`config.mk`:
```
export PLATFORM = sky130hd
export DESIGN_NAME = mirfak_clint_flat
export DESIGN_NICKNAME = d
export VERILOG_FILES = /design/src/rtl/mirfak_clint_if.sv /design/src/rtl/mirfak_clint.sv /design/src/flat_wrapper.sv
export SDC_FILE = /design/constraint.sdc
export NUM_CORES = 1
export LEC_CHECK = 0
export BUFFER_PORTS_ARGS = -buffer_cell sky130_fd_sc_hd__buf_2
export CAP_MARGIN = 20
export CORE_MARGIN = 2
export CORE_UTILIZATION = 45
export DETAILED_ROUTE_END_ITERATION = 8
export PLACE_DENSITY = 0.66
export REMOVE_ABC_BUFFERS = 1
export SLEW_MARGIN = 40
export SYNTH_ARGS = -nofsm -noshare
export SYNTH_HDL_FRONTEND = slang
export SYNTH_SLANG_ARGS = --single-unit
```
`constraint.sdc`:
```
create_clock -name clk_i -period 6.3 [get_ports clk_i]
set_clock_uncertainty 0.2 [all_clocks]
set_input_delay 0.945 -clock clk_i [delete_from_list [all_inputs] [get_ports clk_i]]
set_output_delay 0.945 -clock clk_i [all_outputs]
set_load 0.05 [all_outputs]
```
`src/rtl/mirfak_clint_if.sv`:
```
// mirfak_clint_if -- Wishbone classic slave bus bundle for the CLINT.
//
// Signals (names kept from the flat-port original):
//   wbs_addr_i [15:0]  byte address, bits [1:0] ignored by the slave
//   wbs_dat_i  [31:0]  write data
//   wbs_sel_i  [3:0]   byte enables
//   wbs_we_i           1 = write
//   wbs_cyc_i          bus cycle valid
//   wbs_stb_i          strobe
//   wbs_dat_o  [31:0]  read data, valid only while wbs_ack_o = 1
//   wbs_ack_o          access completed
//   wbs_err_o          access to an unmapped address
//
// Modports: slave (the CLINT), master (the bus host / testbench).
interface mirfak_clint_if;
    logic [15:0] wbs_addr_i;
    logic [31:0] wbs_dat_i;
    logic [3:0]  wbs_sel_i;
    logic        wbs_we_i;
    logic        wbs_cyc_i;
    logic        wbs_stb_i;
    logic [31:0] wbs_dat_o;
    logic        wbs_ack_o;
    logic        wbs_err_o;

    modport slave (
        input  wbs_addr_i, wbs_dat_i, wbs_sel_i, wbs_we_i, wbs_cyc_i, wbs_stb_i,
        output wbs_dat_o, wbs_ack_o, wbs_err_o
    );

    modport master (
        output wbs_addr_i, wbs_dat_i, wbs_sel_i, wbs_we_i, wbs_cyc_i, wbs_stb_i,
        input  wbs_dat_o, wbs_ack_o, wbs_err_o
    );
endinterface

```
`src/rtl/mirfak_clint.sv`:
```
// mirfak_clint -- RISC-V core-local interruptor (msip, mtime, mtimecmp).
//
// Parameters:
//   PRESCALER    mtime advances once every PRESCALER clk_i cycles (1..65535)
//   MTIME_RESET  value loaded into mtime on reset
//
// Ports:
//   clk_i        single clock, rising edge
//   rst_ni       synchronous active-low reset
//   wbs          Wishbone slave bus (mirfak_clint_if.slave)
//   xint_mtip_o  machine timer interrupt pending (registered mtime >= mtimecmp)
//   xint_msip_o  machine software interrupt pending (msip bit 0)
//
// Register map (word address = wbs_addr_i[15:2]):
//   0x0000 msip (bit 0)   0x4000/0x4004 mtimecmp lo/hi   0xBFF8/0xBFFC mtime lo/hi
// Each request is answered one cycle later by a one-cycle ack (mapped) or
// err (unmapped) pulse.
module mirfak_clint #(
    parameter int unsigned PRESCALER   = 1,
    parameter logic [63:0] MTIME_RESET = 64'h0
) (
    input  logic          clk_i,
    input  logic          rst_ni,
    mirfak_clint_if.slave wbs,
    output logic          xint_mtip_o,
    output logic          xint_msip_o
);

    typedef enum logic [1:0] {
        BUS_IDLE,
        BUS_ACK,
        BUS_ERR
    } bus_state_e;

    typedef enum logic [2:0] {
        REG_MSIP,
        REG_CMP_LO,
        REG_CMP_HI,
        REG_TIME_LO,
        REG_TIME_HI,
        REG_NONE
    } reg_sel_e;

    localparam logic [15:0] PRE_LAST = 16'(PRESCALER - 1);

    bus_state_e  state_q, state_d;
    reg_sel_e    reg_sel;

    logic [63:0] mtime_q, mtime_d;
    logic [63:0] mtimecmp_q, mtimecmp_d;
    logic        msip_q, msip_d;
    logic [15:0] pre_cnt_q, pre_cnt_d;
    logic        tick;
    logic        mtip_q;
    logic [31:0] dat_q, rdata;

    logic        req, wr_en, rd_en;
    logic        unused_addr_bits;

    function automatic logic [31:0] byte_merge(input logic [31:0] old_w,
                                               input logic [31:0] new_w,
                                               input logic [3:0]  sel);
        logic [31:0] result;
        result = old_w;
        for (int unsigned b = 0; b < 4; b++) begin
            if (sel[b]) result[8*b +: 8] = new_w[8*b +: 8];
        end
        return result;
    endfunction

    assign unused_addr_bits = ^wbs.wbs_addr_i[1:0];

    // Address decode on the word address only.
    always_comb begin
        reg_sel = REG_NONE;
        case (wbs.wbs_addr_i[15:2])
            14'h0000: reg_sel = REG_MSIP;
            14'h1000: reg_sel = REG_CMP_LO;
            14'h1001: reg_sel = REG_CMP_HI;
            14'h2FFE: reg_sel = REG_TIME_LO;
            14'h2FFF: reg_sel = REG_TIME_HI;
            default:  reg_sel = REG_NONE;
        endcase
    end

    // A response cycle blocks new requests, which keeps ack/err single-cycle.
    assign req   = wbs.wbs_cyc_i & wbs.wbs_stb_i & (state_q == BUS_IDLE);
    assign wr_en = req & wbs.wbs_we_i & (reg_sel != REG_NONE);
    assign rd_en = req & ~wbs.wbs_we_i & (reg_sel != REG_NONE);

    always_comb begin
        state_d = BUS_IDLE;
        if (req) begin
            state_d = (reg_sel == REG_NONE) ? BUS_ERR : BUS_ACK;
        end
    end

    // Prescaler: mtime ticks when the counter sits at its last value.
    assign tick      = (pre_cnt_q == PRE_LAST);
    assign pre_cnt_d = tick ? '0 : pre_cnt_q + 16'd1;

    always_comb begin
        rdata = '0;
        case (reg_sel)
            REG_MSIP:    rdata = {31'b0, msip_q};
            REG_CMP_LO:  rdata = mtimecmp_q[31:0];
            REG_CMP_HI:  rdata = mtimecmp_q[63:32];
            REG_TIME_LO: rdata = mtime_q[31:0];
            REG_TIME_HI: rdata = mtime_q[63:32];
            default:     rdata = '0;
        endcase
    end

    // Bus writes to mtime merge into the already-incremented value, so bytes
    // not written still see the tick of this cycle.
    always_comb begin
        mtime_d    = mtime_q + 64'(tick);
        mtimecmp_d = mtimecmp_q;
        msip_d     = msip_q;
        if (wr_en) begin
            case (reg_sel)
                REG_MSIP:    if (wbs.wbs_sel_i[0]) msip_d = wbs.wbs_dat_i[0];
                REG_CMP_LO:  mtimecmp_d[31:0]  = byte_merge(mtimecmp_q[31:0],  wbs.wbs_dat_i, wbs.wbs_sel_i);
                REG_CMP_HI:  mtimecmp_d[63:32] = byte_merge(mtimecmp_q[63:32], wbs.wbs_dat_i, wbs.wbs_sel_i);
                REG_TIME_LO: mtime_d[31:0]     = byte_merge(mtime_d[31:0],     wbs.wbs_dat_i, wbs.wbs_sel_i);
                REG_TIME_HI: mtime_d[63:32]    = byte_merge(mtime_d[63:32],    wbs.wbs_dat_i, wbs.wbs_sel_i);
                default: ;
            endcase
        end
    end

    always_ff @(posedge clk_i) begin
        if (!rst_ni) begin
            state_q    <= BUS_IDLE;
            mtime_q    <= MTIME_RESET;
            mtimecmp_q <= '1;
            msip_q     <= 1'b0;
            pre_cnt_q  <= '0;
            mtip_q     <= 1'b0;
            dat_q      <= '0;
        end else begin
            state_q    <= state_d;
            mtime_q    <= mtime_d;
            mtimecmp_q <= mtimecmp_d;
            msip_q     <= msip_d;
            pre_cnt_q  <= pre_cnt_d;
            mtip_q     <= (mtime_q >= mtimecmp_q);
            dat_q      <= rd_en ? rdata : '0;
        end
    end

    // Responses are qualified with rst_ni so a response already registered
    // when reset arrives is never presented to the master.
    assign wbs.wbs_ack_o = rst_ni & (state_q == BUS_ACK);
    assign wbs.wbs_err_o = rst_ni & (state_q == BUS_ERR);
    assign wbs.wbs_dat_o = rst_ni ? dat_q : '0;

    assign xint_mtip_o = mtip_q;
    assign xint_msip_o = msip_q;

endmodule
```
`src/flat_wrapper.sv`:
```
// flat-port wrapper written by rule: the top's interface ports become plain ports
module mirfak_clint_flat 
#(
    parameter int unsigned PRESCALER   = 1,
    parameter logic [63:0] MTIME_RESET = 64'h0
)
  (clk_i, rst_ni, xint_mtip_o, xint_msip_o, wbs_wbs_addr_i, wbs_wbs_dat_i, wbs_wbs_sel_i, wbs_wbs_we_i, wbs_wbs_cyc_i, wbs_wbs_stb_i, wbs_wbs_dat_o, wbs_wbs_ack_o, wbs_wbs_err_o);
  mirfak_clint_if wbs_i ();
  input  logic clk_i;
  input  logic rst_ni;
  output logic xint_mtip_o;
  output logic xint_msip_o;
  input wire logic [$bits(wbs_i.wbs_addr_i)-1:0] wbs_wbs_addr_i;
  input wire logic [$bits(wbs_i.wbs_dat_i)-1:0] wbs_wbs_dat_i;
  input wire logic [$bits(wbs_i.wbs_sel_i)-1:0] wbs_wbs_sel_i;
  input wire logic [$bits(wbs_i.wbs_we_i)-1:0] wbs_wbs_we_i;
  input wire logic [$bits(wbs_i.wbs_cyc_i)-1:0] wbs_wbs_cyc_i;
  input wire logic [$bits(wbs_i.wbs_stb_i)-1:0] wbs_wbs_stb_i;
  output wire logic [$bits(wbs_i.wbs_dat_o)-1:0] wbs_wbs_dat_o;
  output wire logic [$bits(wbs_i.wbs_ack_o)-1:0] wbs_wbs_ack_o;
  output wire logic [$bits(wbs_i.wbs_err_o)-1:0] wbs_wbs_err_o;
  assign wbs_i.wbs_addr_i = wbs_wbs_addr_i;
  assign wbs_i.wbs_dat_i = wbs_wbs_dat_i;
  assign wbs_i.wbs_sel_i = wbs_wbs_sel_i;
  assign wbs_i.wbs_we_i = wbs_wbs_we_i;
  assign wbs_i.wbs_cyc_i = wbs_wbs_cyc_i;
  assign wbs_i.wbs_stb_i = wbs_wbs_stb_i;
  assign wbs_wbs_dat_o = wbs_i.wbs_dat_o;
  assign wbs_wbs_ack_o = wbs_i.wbs_ack_o;
  assign wbs_wbs_err_o = wbs_i.wbs_err_o;
  mirfak_clint #(.PRESCALER(PRESCALER), .MTIME_RESET(MTIME_RESET)) u_core (.clk_i(clk_i), .rst_ni(rst_ni), .wbs(wbs_i), .xint_mtip_o(xint_mtip_o), .xint_msip_o(xint_msip_o));
endmodule
```
== Word-level counts from Yosys, hierarchy flattened ==
Cells that the tools add are included.

* Bits in registers: 180
* Input bits: 57
* Output and inout port bits: 36
* Word-level logic and storage cells: 70

* $add $sub $neg: 2
* Magnitude comparators: 1
* Equality and inequality tests: 12
* Muxes and demuxes: 15
* Bitwise logic cells: 10
* Reduce and logical (&&, ||, !) cells: 16

{| class="wikitable"
|+ Operators with widths
! kind !! count
|-
| case mux 32 bit (5 select lines) || 1
|-
| 2-to-1 mux 32 bit || 3
|-
| adder 64 x 1 -> 64 bit || 1
|-
| >= comparator 64 bit || 1
|-
| 2-to-1 mux 64 bit || 1
|-
| 2-to-1 mux 8 bit || 8
|-
| == test 14 x 13 -> 1 bit, second input constant || 2
|-
| == test 14 bit, second input constant || 2
|-
| AND reduction 3 bit || 9
|-
| adder 16 x 1 -> 16 bit, second input constant || 1
|-
| zero test 16 bit || 1
|-
| case mux 3 bit (5 select lines) || 1
|-
| zero test 14 bit || 1
|-
| bitwise AND 1 bit || 8
|-
| == test 3 x 2 -> 1 bit, second input constant || 2
|-
| == test 3 bit, second input constant || 2
|-
| AND reduction 2 bit || 2
|-
| == test 3 x 1 -> 1 bit, second input constant || 1
|-
| zero test 3 bit || 1
|-
| != test 3 bit, second input constant || 1
|-
| == test 2 x 1 -> 1 bit, second input constant || 1
|-
| == test 2 bit, second input constant || 1
|-
| zero test 2 bit || 1
|-
| 2-to-1 mux 2 bit || 1
|-
| 2 further kinds || 3
|}

== Depth between registers and ports, before layout ==
Gate-level depths: netlist (run 1).

* Depth in word-level cells: 5
* Depth in mapped cells: 14
* Depth with buffers taken out: 13

== Least setup slack after synthesis (run 1) ==
OpenSTA, ideal clock, no wires.

* Path type: input port to output port
* Start: input rst_ni
* End: output wbs_wbs_dat_o[0]
* Arrival time: 2083 ps
* Required time: 5155 ps
* Slack: 3072 ps
* Stages: 4
* Path buffers: 3
* Path through: clkbuf_1 > clkbuf_1 > clkbuf_1 > and2_1

* Cells in the longest elaborated chain, start to end: 1

{| class="wikitable"
|+ Ends and longest elaborated chain
! what !! RTL line !! RTL
|-
| start: declaration || flat_wrapper.sv:10 || <nowiki>input logic rst_ni;</nowiki>
|-
| 2-to-1 mux 32 bit || mirfak_clint.sv:156 || <nowiki>assign wbs.wbs_dat_o = rst_ni ? dat_q : '0;</nowiki>
|-
| end: declaration || flat_wrapper.sv:19 || <nowiki>output wire logic [$bits(wbs_i.wbs_dat_o)-1:0] wbs_wbs_dat_o;</nowiki>
|}

No other way between the ends.

== Final worst setup path (run 1) ==
* Start: register u_core.pre_cnt_q[0]
* End: register u_core.mtime_q[46]

* Cells in the longest elaborated chain, start to end: 5

{| class="wikitable"
|+ Ends and longest elaborated chain
! what !! RTL line !! RTL
|-
| start: declaration || mirfak_clint.sv:52 || <nowiki>logic [15:0] pre_cnt_q, pre_cnt_d;</nowiki>
|-
| start signal: assignment || mirfak_clint.sv:146 || <nowiki>pre_cnt_q <= pre_cnt_d;</nowiki>
|-
| zero test 16 bit * || mirfak_clint.sv:99 || <nowiki>assign tick = (pre_cnt_q == PRE_LAST);</nowiki>
|-
| adder 64 x 1 -> 64 bit * || mirfak_clint.sv:117 || <nowiki>mtime_d = mtime_q + 64'(tick);</nowiki>
|-
| 2-to-1 mux 8 bit || mirfak_clint.sv:66 || <nowiki>if (sel[b]) result[8*b +: 8] = new_w[8*b +: 8];</nowiki>
|-
| 2-to-1 mux 32 bit || mirfak_clint.sv:121 || <nowiki>case (reg_sel)</nowiki>
|-
| 2-to-1 mux 64 bit * || mirfak_clint.sv:120 || <nowiki>if (wr_en) begin</nowiki>
|-
| end signal: assignment || mirfak_clint.sv:143 || <nowiki>mtime_q <= mtime_d;</nowiki>
|-
| end: declaration || mirfak_clint.sv:49 || <nowiki>logic [63:0] mtime_q, mtime_d;</nowiki>
|}

Mark *: on every way between the ends. The rest lies on a longest branch, timed or not.
A chain may end at the register's enable or synchronous reset.

==> results.py, run 1 <==
metrics = {
    "clocking": {
        "clkLatencyLatePin_ns": 0.44,
        "cts_tree": "yes",
        "htree_levels": 4,
        "cts_hold_buf": 0,
        "cts_num_sinks": 180,
        "root_buffer": "clkbuf_16",
        "cts_resized": 0,
        "clk_pin_slew_ns": 0.07,
        "cts_buffer_depth": 2,
        "cts_setup_buffers": 0,
        "cts-buffers-inserted": 17,
    },
    "floorplan": {
        "dieArea_um2": 23200,
        "coreArea_um2": 21700,
        "io-pin-count": 93,
        "die_w_um": 152,
        "initial_core_util_pct": 45.6,
        "rows": 54,
        "die_y_um": 152,
    },
    "global_route": {
        "grt_pass1_wl_um": 45000,
        "grt_pass1_vias": 8517,
        "grt_use_total_pct": 23.9,
        "grt_max_degree": 76,
        "antenna_found_initial": 0,
        "grt.overflow.total": 0,
    },
    "power": {
        "power_density_nw_per_um2": 203,
        "seq_power_share_pct": 50.7,
        "irDropWorstVdd_mv": 0.152,
        "p_sw_mw": 0.532,
        "power.share.clock_pct": 45.9,
        "switching_share_pct": 23.6,
        "leakage_nw": 4.72,
        "comb_power_share_pct": 3.4,
        "p_int_mw": 1.72,
    },
    "yosys": {
        "muxShareOfSynthArea_pct": 3.25,
        "synth_warnings": 0,
        "async_reset_ff_share_pct": 0,
        "synth_flop_cell": "dfxtp_1",
        "yosysUniqueCellTypes": 53,
        "yosys.area_share.simple_pct": 23.3,
        "synth_area_leaders": "dfxtp_1 (36%), ha_1 (8.7%), nand2_1 (5.4%), o211ai_1 (4.9%), nor2_1 (4.5%)",
        "yosysTopAreaCellShare_pct": 36.4,
        "synth_edf_count": 0,
        "synth_xor_area_share_pct": 6.37,
        "yosysTopAreaCell": "dfxtp_1",
        "synth_top_family_by_area": "simple AND/OR/NAND/NOR gates",
        "synth_seq_cells": 180,
        "avgSynthCellArea_um2": 8.30,
        "synthesis.area_um2": 9890,
        "synth_compound_area_share_pct": 16.4,
        "synth_fa_ha_area_share_pct": 8.73,
        "ys_seq_area_share_pct": 36.4,
        "syn_inst": 1192,
    },
    "detailed_routing": {
        "wirelength_um": 27500,
        "drc": 0,
        "vias": 8897,
        "avgRoutedWirePerCell_um": 17.8,
        "dr.pass1.iters": 7,
        "drt_iter0_drc": 858,
        "vias_per_cell": 5.77,
        "final_antenna_net_count": 0,
    },
    "final_layout": {
        "layout-drive-gt1-share_pct": 13.7,
        "syn_to_final_growth_pct": 12.3,
        "multi_input_area_um2": 5780,
        "utilization_pct": 51.2,
        "seq_area_um2": 3600,
        "fin_nets": 1377,
        "fillCellCount": 2089,
        "num_antenna_cells": 0,
    },
    "worst_setup_path": {
        "crit_top_cell": "ha_1",
        "r2r-end": "u_core.mtime_q[46]",
        "r2r-start": "u_core.pre_cnt_q[0]",
        "path_class": "reg -> reg",
        "rrSetupSlack_ns": 2.37,
        "worst-r2r-cell-count": 13,
        "cpPeakStageDelay_ns": 0.68,
        "cp_max_fo": 12,
        "startpoint_type": "register",
        "worstPathRequired_ns": 6.45,
        "cp_top_family": "simple AND/OR/NAND/NOR gates",
        "crit_chain": "inv_1 -> ha_1 -> nor4b_1 -> nand4_1 -> inv_1 -> ha_1 -> ha_1 -> nand3_1 -> nor3_1 -> nand4_1 -> nor4_1 -> xnor2_1 -> a211oi_1",
        "slowest_stage": "nand4_1",
        "crit_arrival_ns": 4.08,
        "cp-end-kind": "register",
        "critPathBufInv": 2,
    },
    "sta": {
        "finalCritPeriodShare_pct": 62.4,
        "tightest_slew_ns": 0.853,
        "setup-violations-final": 0,
        "finalCriticalPeriod_ns": 3.93,
        "rsz0062_at_grt": "no",
        "hold_viol": 0,
        "slew_violations": 0,
        "clock.fmax_mhz": 254,
        "maxSlewHeadroom_pct": 43.2,
        "setup_tns_ns": 0,
    },
    "placed_design": {
        "portBuffers": 90,
        "dpl.hpwl_um": 19100,
        "place_congestion": 0.903,
    },
    "worst_hold_path": {
        "hold_depth": 1,
        "hp-class": "reg -> reg",
        "hp-start": "u_core.state_q[1]",
        "worstHoldEndpoint": "u_core.state_q[1]",
    },
    "flow_run": {
        "drv_cap": 0,
    },
    "outcome": {
        "outcome": "finished, final reports clean",
    },
}
cells in the mapped netlist (3+ instances only):
cell and instances:
inv_1 86, nand4_1 32, nand2_1 142, and3_1 15, and4_1 4, o211ai_1 64, a211oi_1 28, a221oi_1 3
nor2_1 118, xnor2_1 48, a21oi_1 36, nor4_4 5, o21ai_0 47, mux2_2 25, clkbuf_1 53, nand2b_1 6
o21a_1 3, and2_1 34, nand3_1 44, or4_1 3, mux2i_1 4, dfxtp_1 180, or3_1 4, a222oi_1 32
nor4_1 21, xor2_1 24, o21ai_1 6, nor3_1 25, ha_1 69
registers in the layout, indices dropped and copies added, names as in the netlist:
| register | cells |
|---|---|
| u_core.dat_q | 32 |
| u_core.state_q | 2 |
| u_core.xint_msip_o | 1 |
| u_core.xint_mtip_o | 1 |
| u_core.mtimecmp_q | 64 |
| u_core.pre_cnt_q | 16 |
| u_core.mtime_q | 64 |
kinds of logic after synthesis:
logic type,Yosys count
mux,29
compound gates,233
simple gates,466
flops,180
xor+xnor,72
fa+ha+maj,69
buf+inv,143
how the worst max path moves through the flow:
| stage | startpoint | end | slack (ns) | depth (start not counted) |
|---|---|---|---|---|
| 6_report | u_core.pre_cnt_q[0] | u_core.mtime_q[46] | 2.37 | 13 |
| 2_1_floorplan | wbs_wbs_addr_i[14] | u_core.mtime_q[40] | 0.73 | 4 |
| 5_1_grt | u_core.pre_cnt_q[0] | u_core.mtime_q[46] | 2.10 | 13 |
| 3_5_place_dp | u_core.pre_cnt_q[0] | u_core.mtime_q[46] | 2.46 | 13 |
| 3_3_place_gp | u_core.pre_cnt_q[0] | u_core.mtime_q[46] | 2.55 | 13 |
| 4_1_cts | u_core.pre_cnt_q[0] | u_core.mtime_q[46] | 2.43 | 13 |
placed cells by master (no fill, tap or decap), types with 19 or more instances in the layout:
master    Yosys  final
dfxtp_1     180    180
nor3_1       25     25
nor4_1       21     19
o211ai_1     64     64
mux2_2       25     25
buf_2         1     89
nand4_1      32     32
a21oi_1      36     36
xor2_1       24     24
nor2_1      118    112
a211oi_1     28     28
nand3_1      44     44
o21ai_0      47     47
inv_1        86     86
and2_1       34     35
a222oi_1     32     32
ha_1         69     69
xnor2_1      48     48
nand2_1     142    142
stage by stage:
stage	cell area [um^2]	cells	hold WS, ns	worst slack (ns)	total power [mW]
CTS	11100	1543	0.277	2.43	2.26
detailed placement	10600	1512	0.267	2.46	1.24
global placement	10500	1512	0.258	2.55	1.24
finish	11100	1543	0.285	2.37	2.25
global route	11100	1543	0.305	2.10	2.32
floorplan	9670	1135	0.236	0.727	1.19
layer usage:
| metal | vias to the layer above | track usage [%] | part of all wire, % |
|---|---|---|---|
| met4 | 0 | 7.92 | 2.4 |
| met1 | 4208 | 31.5 | 46 |
| li1 | 4386 | - | - |
| met5 | - | 0 | 0 |
| met2 | 250 | 39.4 | 46 |
| met3 | 53 | 4.47 | 5.3 |
area by class of cell:
class | count | share of cell area [%]
clock buffers | 20 | 4.02
inverters | 86 | 2.91
clock inverters | 11 | 0.946
repair buffers | 97 | 4.55
well taps | 280 | 3.15
flip-flops and latches | 180 | 32.4
multi-input cells | 869 | 52.0
power by group through the flow:
stage | sequential, mW | combinational, mW | clock, mW
6_report | 1.14 | 0.0774 | 1.03
4_1_cts | 1.14 | 0.0772 | 1.04
2_1_floorplan | 1.17 | 0.0204 | 0
3_5_place_dp | 1.17 | 0.0767 | 0
3_3_place_gp | 1.17 | 0.0765 | 0
5_1_grt | 1.14 | 0.0856 | 1.09
Power figures use the tool's default switching activity.
==> inputs of run 2 (changes only) <==
ABC_AREA = 1   (was not set)
clock period = 4 ns   (was 6.3 ns; I/O delays follow)
==> results.py, run 2 <==
metrics = {
    "sta": {
        "worst_slack_ns": 0.532,
        "finalCritPeriodShare_pct": 86.7,
        "maxSlewHeadroom_pct": 49.1,
        "setup-violations-final": 0,
        "clock.fmax_mhz": 288,
        "rsz0062_at_grt": "no",
        "finalCriticalPeriod_ns": 3.47,
        "hold_viol": 0,
        "slew_violations": 0,
        "tightest_slew_ns": 0.762,
        "setup_tns_ns": 0,
    },
    "worst_setup_path": {
        "r2r-end": "u_core.mtime_q[50]",
        "path_class": "reg -> reg",
        "rrSetupSlack_ns": 0.53,
        "worst-r2r-cell-count": 19,
        "crit_arrival_ns": 3.65,
        "cp_max_fo": 5,
        "crit_chain": "inv_1 -> ha_1 -> nor4b_1 -> nand2_1 -> nor2_1 -> ha_1 -> ha_1 -> nand3_2 -> nor2_1 -> nand2_1 -> nor2_1 -> nand2_1 -> nor2_2 -> nand2_1 -> nand2_1 -> nand2_1 -> nand2_1 -> nand2_1 -> nor2_1",
        "slowest_stage": "dfxtp_1",
        "crit_top_cell": "nand2_1",
        "cp-end-kind": "register",
        "r2r-start": "u_core.pre_cnt_q[0]",
        "critPathBufInv": 1,
        "worstPathRequired_ns": 4.18,
        "startpoint_type": "register",
        "startpoint": "u_core.pre_cnt_q[0]",
        "cp_top_family": "simple AND/OR/NAND/NOR gates",
        "cpPeakStageDelay_ns": 0.35,
    },
    "clocking": {
        "root_buffer": "clkbuf_16",
        "clk_pin_slew_ns": 0.08,
        "cts_hold_buf": 0,
        "cts_buffer_depth": 2,
        "htree_levels": 4,
        "cts_num_sinks": 180,
        "clkLatencyLatePin_ns": 0.46,
        "cts_setup_buffers": 0,
        "cts-buffers-inserted": 17,
        "cts_resized": 0,
        "cts_tree": "yes",
    },
    "yosys": {
        "muxShareOfSynthArea_pct": 0,
        "synth_flop_cell": "dfxtp_1",
        "synth_seq_cells": 180,
        "synthTopCellsByCount": "nand2_1 (558), inv_1 (262), nor2_1 (261), dfxtp_1 (180), a21oi_1 (114)",
        "synth_area_leaders": "dfxtp_1 (31%), nand2_1 (18%), inv_1 (8.4%), nor2_1 (8.3%), ha_1 (7.3%)",
        "yosysTopAreaCellShare_pct": 30.6,
        "syn_inst": 1869,
        "synthesis.area_um2": 11800,
        "yosys.area_share.simple_pct": 35.3,
        "synth_xor_area_share_pct": 3.13,
        "avgSynthCellArea_um2": 6.30,
        "synthMostInstantiatedCell": "nand2_1",
        "synth_compound_area_share_pct": 12.9,
        "ys_seq_area_share_pct": 30.6,
        "yosysTopAreaCell": "dfxtp_1",
        "yosysUniqueCellTypes": 41,
        "async_reset_ff_share_pct": 0,
        "synth_fa_ha_area_share_pct": 7.33,
        "synth_warnings": 0,
        "synth_edf_count": 0,
        "synth_top_family_by_area": "simple AND/OR/NAND/NOR gates",
    },
    "worst_hold_path": {
        "hp-start": "wbs_wbs_dat_i[9]",
        "worstHoldEndpoint": "u_core.mtime_q[41]",
        "hold_depth": 3,
        "hp-class": "in -> reg",
    },
    "power": {
        "switching_share_pct": 25.5,
        "irDropWorstVdd_mv": 0.249,
        "leakage_nw": 6.79,
        "comb_power_share_pct": 3.7,
        "power.share.clock_pct": 49.7,
        "p_sw_mw": 0.981,
        "p_int_mw": 2.87,
        "seq_power_share_pct": 46.7,
        "power_density_nw_per_um2": 292,
    },
    "global_route": {
        "grt_use_total_pct": 27.7,
        "grt.overflow.total": 0,
        "antenna_found_initial": 0,
        "grt_pass1_wl_um": 60900,
        "grt_pass1_vias": 11300,
        "grt_max_degree": 93,
    },
    "final_layout": {
        "layout-drive-gt1-share_pct": 8.57,
        "seq_area_um2": 3600,
        "final_common_cell": "nand2_1",
        "final_cell_mix": "nand2_1 (558), inv_1 (262), nor2_1 (261), dfxtp_1 (180), a21oi_1 (114)",
        "num_antenna_cells": 0,
        "utilization_pct": 51.0,
        "multi_input_area_um2": 6910,
        "syn_to_final_growth_pct": 11.9,
        "fillCellCount": 2670,
        "fin_nets": 2062,
        "top_regs": "u_core.mtime_q (64), u_core.mtimecmp_q (64), u_core.dat_q (32)",
    },
    "floorplan": {
        "initial_core_util_pct": 45.6,
        "die_w_um": 166,
        "dieArea_um2": 27500,
        "rows": 59,
        "io-pin-count": 93,
        "die_y_um": 166,
        "coreArea_um2": 25800,
    },
    "flow_run": {
        "drv_cap": 0,
    },
    "placed_design": {
        "place_ws_ns": 0.565,
        "portBuffers": 90,
        "place_congestion": 1.01,
        "dpl.hpwl_um": 29500,
    },
    "detailed_routing": {
        "dr.pass1.iters": 6,
        "wirelength_um": 38500,
        "avgRoutedWirePerCell_um": 16.8,
        "vias": 12100,
        "drt_iter0_drc": 1129,
        "drc": 0,
        "vias_per_cell": 5.31,
        "final_antenna_net_count": 0,
    },
    "outcome": {
        "outcome": "finished, final reports clean",
    },
}
[run 2: stage by stage]
stage	power, mW	cell area, um^2	instances	hold slack, ns
5_1_grt	3.94	13200	2284	0.207
3_3_place_gp	1.98	12500	2252	0.257
4_1_cts	3.86	13200	2284	0.194
6_report	3.85	13200	2284	0.191
2_1_floorplan	1.89	11500	1812	0.241
3_5_place_dp	1.98	12500	2252	0.262
[run 2: routing by layer]
metal / part of all wire (%) / global-route usage (%) / up-vias
li1: - / - / 6105
met1: 46 / 36.8 / 5603
met2: 47 / 47.0 / 374
met3: 5.1 / 3.20 / 57
met4: 2.7 / 9.07 / 0
met5: 0 / 0 / -
[run 2: logic make-up after synthesis]
family | Yosys count
adders and majority gates | 69
AOI/OAI and AO/OA | 259
xor gates and xnor gates | 42
buffers and inverters | 325
and+or+nand+nor | 994
DFF | 180
[run 2: layout make-up]
class | instances | share of cell area [%]
clock inverter | 15 | 1.77
sequential | 180 | 27.4
tap | 335 | 3.18
multi-input combinational | 1364 | 52.4
clock buffer | 17 | 3.23
inverter | 268 | 7.64
timing repair buffer | 105 | 4.39
[run 2: worst max-delay path by stage]
stage | end | slack [ns] | depth (start not counted)
after floorplan | u_core.dat_q[0] | 1.03 | 8
after global placement | u_core.mtime_q[50] | 0.66 | 19
after detailed placement | u_core.mtime_q[34] | 0.57 | 17
after CTS | u_core.mtime_q[50] | 0.54 | 19
after global routing | u_core.mtime_q[50] | 0.19 | 19
final | u_core.mtime_q[50] | 0.53 | 19
[run 2: power by group through the flow]
| stage | registers (mW) | clock network [mW] | logic (mW) |
|---|---|---|---|
| after global routing | 1.80 | 1.99 | 0.158 |
| after CTS | 1.80 | 1.92 | 0.140 |
| final | 1.80 | 1.91 | 0.141 |
| after floorplan | 1.84 | 0 | 0.0521 |
| after global placement | 1.84 | 0 | 0.138 |
| after detailed placement | 1.84 | 0 | 0.139 |
[run 2: worst min-delay path: cells and delay by family]
family / cells / cell delay, ns
buffers and inverters: 1 / 0.09
and+or+nand+nor: 2 / 0.12
